<file path="config.mk">
export PLATFORM = sky130hd
export DESIGN_NAME = jtframe_rom_rrarb
export DESIGN_NICKNAME = d
export VERILOG_FILES = /design/src/rtl/jtframe_sdram_pkg.sv /design/src/rtl/jtframe_rr_pick.sv /design/src/rtl/jtframe_rom_rrarb.sv
export SDC_FILE = /design/constraint.sdc
export NUM_CORES = 1
export LEC_CHECK = 0
export CORE_MARGIN = 10
export CORE_UTILIZATION = 42
export CTS_CLUSTER_DIAMETER = 30
export DETAILED_ROUTE_END_ITERATION = 10
export GPL_ROUTABILITY_DRIVEN = 0
export HOLD_SLACK_MARGIN = 0.15
export PLACE_DENSITY = 0.81
export SETUP_SLACK_MARGIN = 0.5
export SYNTH_ARGS = -nofsm -noshare
export SYNTH_HDL_FRONTEND = slang
export SYNTH_SLANG_ARGS = --single-unit
</file>
<file path="constraint.sdc">
create_clock -name clk -period 2.5 [get_ports clk]
set_clock_uncertainty 0.15 [all_clocks]
set_input_delay 0.75 -clock clk [delete_from_list [all_inputs] [get_ports clk]]
set_output_delay 0.75 -clock clk [all_outputs]
set_load 0.05 [all_outputs]
</file>
<file path="src/rtl/jtframe_sdram_pkg.sv">
// Shared definitions for the SDRAM ROM arbiter: requester count, default
// address width, FSM state encoding and a one-hot helper.
package jtframe_sdram_pkg;

  localparam int NREQ   = 4;
  localparam int AW_DEF = 22;

  typedef enum logic [1:0] {
    ST_IDLE = 2'd0,
    ST_REQ  = 2'd1,
    ST_WAIT = 2'd2
  } state_t;

  function automatic logic [NREQ-1:0] onehot(input logic [1:0] idx);
    onehot      = '0;
    onehot[idx] = 1'b1;
  endfunction

endpackage

</file>
<file path="src/rtl/jtframe_rr_pick.sv">
// Rotating-priority pick: first requester set scanning ptr+1 .. ptr (mod 4).
// Purely combinational, zero latency; no flow control of its own.
module jtframe_rr_pick
  import jtframe_sdram_pkg::*;
(
  input  logic [NREQ-1:0] req,
  input  logic [1:0]      ptr,
  output logic [NREQ-1:0] grant,
  output logic [1:0]      idx,
  output logic            any
);

  always_comb begin
    idx = ptr;
    any = 1'b0;
    // k = NREQ wraps to ptr itself, so the last owner is considered last
    for (int k = 1; k <= NREQ; k++) begin
      if (!any && req[ptr + 2'(k)]) begin
        any = 1'b1;
        idx = ptr + 2'(k);
      end
    end
    grant = any ? onehot(idx) : '0;
  end

endmodule

</file>
<file path="src/rtl/jtframe_rom_rrarb.sv">
// Round-robin arbiter sharing one SDRAM read port among four ROM requesters.
// Grant one cycle after req is sampled; a new grant waits for the previous access to finish and hold to drop.
module jtframe_rom_rrarb
  import jtframe_sdram_pkg::*;
#(
  parameter int AW   = AW_DEF,
  parameter int TOUT = 64
) (
  input  logic               clk,
  input  logic               rst_n,
  input  logic               hold,
  input  logic [NREQ-1:0]    req,
  input  logic [NREQ*AW-1:0] addr,
  output logic [NREQ-1:0]    sel,
  output logic [NREQ-1:0]    dok,
  output logic [31:0]        dout,
  output logic               sdram_req,
  input  logic               sdram_ack,
  output logic [AW-1:0]      sdram_addr,
  input  logic               data_rdy,
  input  logic [31:0]        data_read,
  output logic               timeout_err
);

  localparam logic [7:0] TOUT_C = 8'(TOUT);

  state_t          state, state_nxt;
  logic [NREQ-1:0] sel_nxt, dok_nxt;
  logic [31:0]     dout_nxt;
  logic            sdram_req_nxt, terr_nxt;
  logic [AW-1:0]   sdram_addr_nxt;
  logic [7:0]      cnt, cnt_nxt;
  logic [1:0]      ptr, ptr_nxt, own, own_nxt;
  logic            deliver, tmo;

  logic [NREQ-1:0] pick_grant;
  logic [1:0]      pick_idx;
  logic            pick_any;

  jtframe_rr_pick u_pick (
    .req   (req),
    .ptr   (ptr),
    .grant (pick_grant),
    .idx   (pick_idx),
    .any   (pick_any)
  );

  always_comb begin
    state_nxt      = state;
    sel_nxt        = sel;
    dok_nxt        = '0;
    dout_nxt       = dout;
    sdram_req_nxt  = sdram_req;
    sdram_addr_nxt = sdram_addr;
    terr_nxt       = timeout_err;
    cnt_nxt        = cnt;
    ptr_nxt        = ptr;
    own_nxt        = own;
    deliver        = 1'b0;
    tmo            = 1'b0;

    case (state)
      ST_IDLE: begin
        if (!hold && pick_any) begin
          sel_nxt        = pick_grant;
          own_nxt        = pick_idx;
          sdram_addr_nxt = addr[int'(pick_idx)*AW +: AW];
          sdram_req_nxt  = 1'b1;
          state_nxt      = ST_REQ;
        end
      end
      ST_REQ: begin
        if (sdram_ack) begin
          sdram_req_nxt = 1'b0;
          cnt_nxt       = '0;
          // a controller may return data in the same cycle it accepts
          if (data_rdy) deliver = 1'b1;
          else          state_nxt = ST_WAIT;
        end
      end
      ST_WAIT: begin
        if (data_rdy) begin
          deliver = 1'b1;
        end else begin
          cnt_nxt = cnt + 8'd1;
          if (cnt_nxt == TOUT_C) tmo = 1'b1;
        end
      end
      default: state_nxt = ST_IDLE;
    endcase

    if (deliver) begin
      dout_nxt = data_read;
      dok_nxt  = onehot(own);
    end
    if (tmo) terr_nxt = 1'b1;
    if (deliver || tmo) begin
      ptr_nxt   = own;
      sel_nxt   = '0;
      state_nxt = ST_IDLE;
    end
  end

  always_ff @(posedge clk or negedge rst_n) begin
    if (!rst_n) begin
      state       <= ST_IDLE;
      sel         <= '0;
      dok         <= '0;
      dout        <= '0;
      sdram_req   <= 1'b0;
      sdram_addr  <= '0;
      timeout_err <= 1'b0;
      cnt         <= '0;
      ptr         <= 2'd3;
      own         <= 2'd0;
    end else begin
      state       <= state_nxt;
      sel         <= sel_nxt;
      dok         <= dok_nxt;
      dout        <= dout_nxt;
      sdram_req   <= sdram_req_nxt;
      sdram_addr  <= sdram_addr_nxt;
      timeout_err <= terr_nxt;
      cnt         <= cnt_nxt;
      ptr         <= ptr_nxt;
      own         <= own_nxt;
    end
  end

endmodule
</file>
==> run_results.csv <==
group,metric,value,unit
global_route,grt_use_total,0.218,
timing,rsz0062_at_grt,"yes",
yosys,async_reset_ff_frac,1.00,
yosys,syn_inst,392,
yosys,syn-cell-area,0.00420,sq mm
setup_path,critPathMaxFanout,5,
yosys,ys_top_cells_by_area,"dfrtp_1 45%, mux2_2 11%, a221o_1 5.5%",
setup_path,startpoint_type,"flop",
floorplanning,rows,36,
route,drt-total-wl,16.5,mm
timing,fin_ws,192,ps
setup_path,cp-end-kind,"flop",
yosys,yosys_warnings,0,
setup_path,crit_family,"flip-flops",
job,maxCapViolCount,0,
timing,fmax,433,MHz
yosys,syn_area_per_cell,10.7,sq um
global_route,antenna_found_initial,0,
place,portBuffers,192,
timing,slew_headroom,0.557,
cts,cts.clk_slew.worst_paths,90,ps
yosys,yosys.area.top_type,"dfrtp_1",
setup_path,r2r-start,"ptr[0]",
place,post-dp-hpwl,11.1,mm
floorplanning,io_pins,193,
cts,clkLatencyLatePin,370,ps
setup_path,cp_slowest_cell,"dfstp_2",
cts,root_buffer,"clkbuf_8",
cts,cts_buffers,9,
global_route,grt_max_degree,79,
final_layout,syn2layout_area_growth,66.2,%
route,via_per_inst,5.76,
yosys,syn_nets,525,
setup_path,cp.arrival,2400,ps
pwr,vdd_ir_drop_max,0.544,mV
setup_path,cp-startpoint,"ptr[0]",
yosys,synth_ff_type,"dfrtp_1",
timing,final_hold_viol_count,0,
setup_path,crit_chain,"nand2b_4, a21oi_4, nor3_4, buf_6, buf_12, mux2_4, a221o_1",
cts,cts_tree,"yes",
yosys,seq_area_frac_synth,0.465,
final_layout,layout.nets,745,
floorplanning,fp.dieW,120,um
worst_hold_path,min_path_type,"input pin to async pin",
setup_path,required,2590,ps
cts,cts.sinks,78,
cts,clockBufferDepth,2,
final_layout,num-fill-cells,732,
timing,fin_setup_tns,0,ps
route,first_iter_violations,438,
timing,period_share,0.923,
yosys,ys_ff_latch,78,
cts,htree_num_levels,3,
final_layout,drive_above_1_share,0.379,
floorplanning,core,0.00977,sq mm
timing,slew_violations,0,
global_route,globalRouteOverflowTotal,0,
pwr,total_power,8.43,mW
floorplanning,initial_core_util,0.430,
final_layout,insertedDiodeCount,0,
global_route,grt_pass1_vias,4434,
yosys,synth-edff-count,0,
route,drc,0,
route,ant_nets,0,
pwr,power_density,1210,mW/mm^2
floorplanning,dieArea,0.0144,sq mm
global_route,grt_first_pass_wirelength,25.1,mm
setup_path,critPathKind,"flop to flop",
yosys,synth_cell_types,48,
timing,worstMarginPinSlew,662,ps
status,status,"finished clean",
timing,min_period,2310,ps
floorplanning,die_h,120,um
setup_path,max_stage_delay,620,ps
place,dp_slack,-533,ps
timing,finalSetupViolations,0,
pwr,p_leak,3.07,nW
route,first_pass_iters,6,
setup_path,crit_buf_inv,2,
yosys,yosysTopAreaCellShare,0.453,
route,wire_per_inst,22.0,um
route,dr_total_vias,4320,
[metrics by stage]
stage           util  instance area [sq um]  instances  hold WS [ps]
2_1_floorplan      -                   4390        392           304
3_3_place_gp   0.673                   6580        713           333
3_5_place_dp   0.673                   6580        713           326
4_1_cts        0.703                   6870        745           253
5_1_grt        0.714                   6980        750           255
6_report       0.714                   6980        750           231
[power by group]
group	total, mW	internal (mW)	switching [mW]
sequential	2.13	1.79	0.339
combinational	5.28	2.02	3.26
clock	1.02	0.476	0.540
[path summary, 6_finish.rpt]
check | to | slack [ps] | depth (start not counted)
worst min-delay path | cnt[1] | 230 | 2
worst max register to register | sdram_addr[9] | 190 | 7
worst min register to register | timeout_err | 350 | 1
worst max-delay path | sdram_addr[9] | 190 | 7
max in group asynchronous | ptr[1] | 1610 | 2
min in group clk | timeout_err | 350 | 1
[Yosys cell counts (2+ instances only)]
| cell | number |
|---|---|
| a21o_1 | 4 |
| a21oi_1 | 33 |
| a221o_1 | 23 |
| a22oi_1 | 3 |
| a2bb2oi_1 | 3 |
| and2_1 | 2 |
| and3_1 | 2 |
| buf_2 | 8 |
| buf_4 | 2 |
| clkbuf_1 | 22 |
| dfrtp_1 | 76 |
| dfstp_2 | 2 |
| ha_1 | 4 |
| inv_1 | 3 |
| mux2_1 | 15 |
| mux2_2 | 42 |
| mux2i_1 | 3 |
| nand2_1 | 21 |
| nand2b_1 | 5 |
| nand3_1 | 5 |
| nand4_1 | 24 |
| nor2_1 | 13 |
| nor2b_1 | 6 |
| nor3_1 | 6 |
| nor4_1 | 2 |
| o21ai_0 | 19 |
| o31ai_1 | 22 |
| or3_1 | 2 |
[worst register-to-register path: stages (launching register included)]
cell and delay, ps:
dfstp_2 620, nand2b_4 190, a21oi_4 70, nor3_4 210, buf_6 180, buf_12 130
mux2_4 300, a221o_1 320
[final cells by class]
type                            instances  area (sq um)  area share
Inverter                                3          11.3     0.00161
Multi-Input combinational cell        281          2480       0.356
Timing Repair Buffer                  239          2160       0.310
Clock buffer                            9           124      0.0177
Sequential cell                        78          1960       0.280
Clock inverter                          7          80.1      0.0115
Tap cell                              133           166      0.0238
[metal layers]
metal,vias up,global-route usage,part of all wire
li1,1955,-,-
met1,2081,0.269,0.41
met2,249,0.361,0.49
met3,35,0.0497,0.082
met4,0,0.0875,0.024
met5,-,0,0
[sequential cells by signal, indices dropped and copies added, names as in the netlist]
register,flops
timeout_err,1
state,2
cnt,8
sdram_addr,22
own,2
ptr,2
sdram_req,1
dout,32
sel,4
dok,4
[timing repair]
item,in CTS,in global routing
setup endpoints to repair,125,36
gates cloned,6,0
setup buffers,10,5
hold endpoints to repair,0,0
hold buffers,0,0
pin swaps,17,10
resized for setup,345,32
[placed cells by master, fill, tap and decap left out, types with 4 or more instances in the layout]
| cell type | instances |
|---|---|
| o21ai_0 | 17 |
| buf_6 | 13 |
| a221o_1 | 23 |
| mux2_2 | 32 |
| buf_12 | 7 |
| a21o_1 | 4 |
| clkdlybuf4s50_1 | 120 |
| a21oi_1 | 28 |
| a21oi_4 | 4 |
| nor2_1 | 12 |
| dfrtp_1 | 75 |
| mux2_4 | 25 |
| nand2_1 | 18 |
| nor2b_4 | 4 |
| nor3_1 | 5 |
| o31ai_1 | 22 |
| buf_2 | 58 |
| nand4_1 | 24 |
| nand3_1 | 4 |
| clkbuf_8 | 9 |
| buf_4 | 34 |
[logic make-up after synthesis]
family,count (synthesis),share of synthesized area
adder cells (fa/ha/maj),4,0.0119
flip-flops,78,0.465
multiplexers,60,0.160
AND/OR/NAND/NOR,97,0.128
AO/OA/AOI/OAI,116,0.196
XOR/XNOR,1,0.00209
buffers and inverters,36,0.0366
No activity file was read; power rests on OpenSTA's default activity.
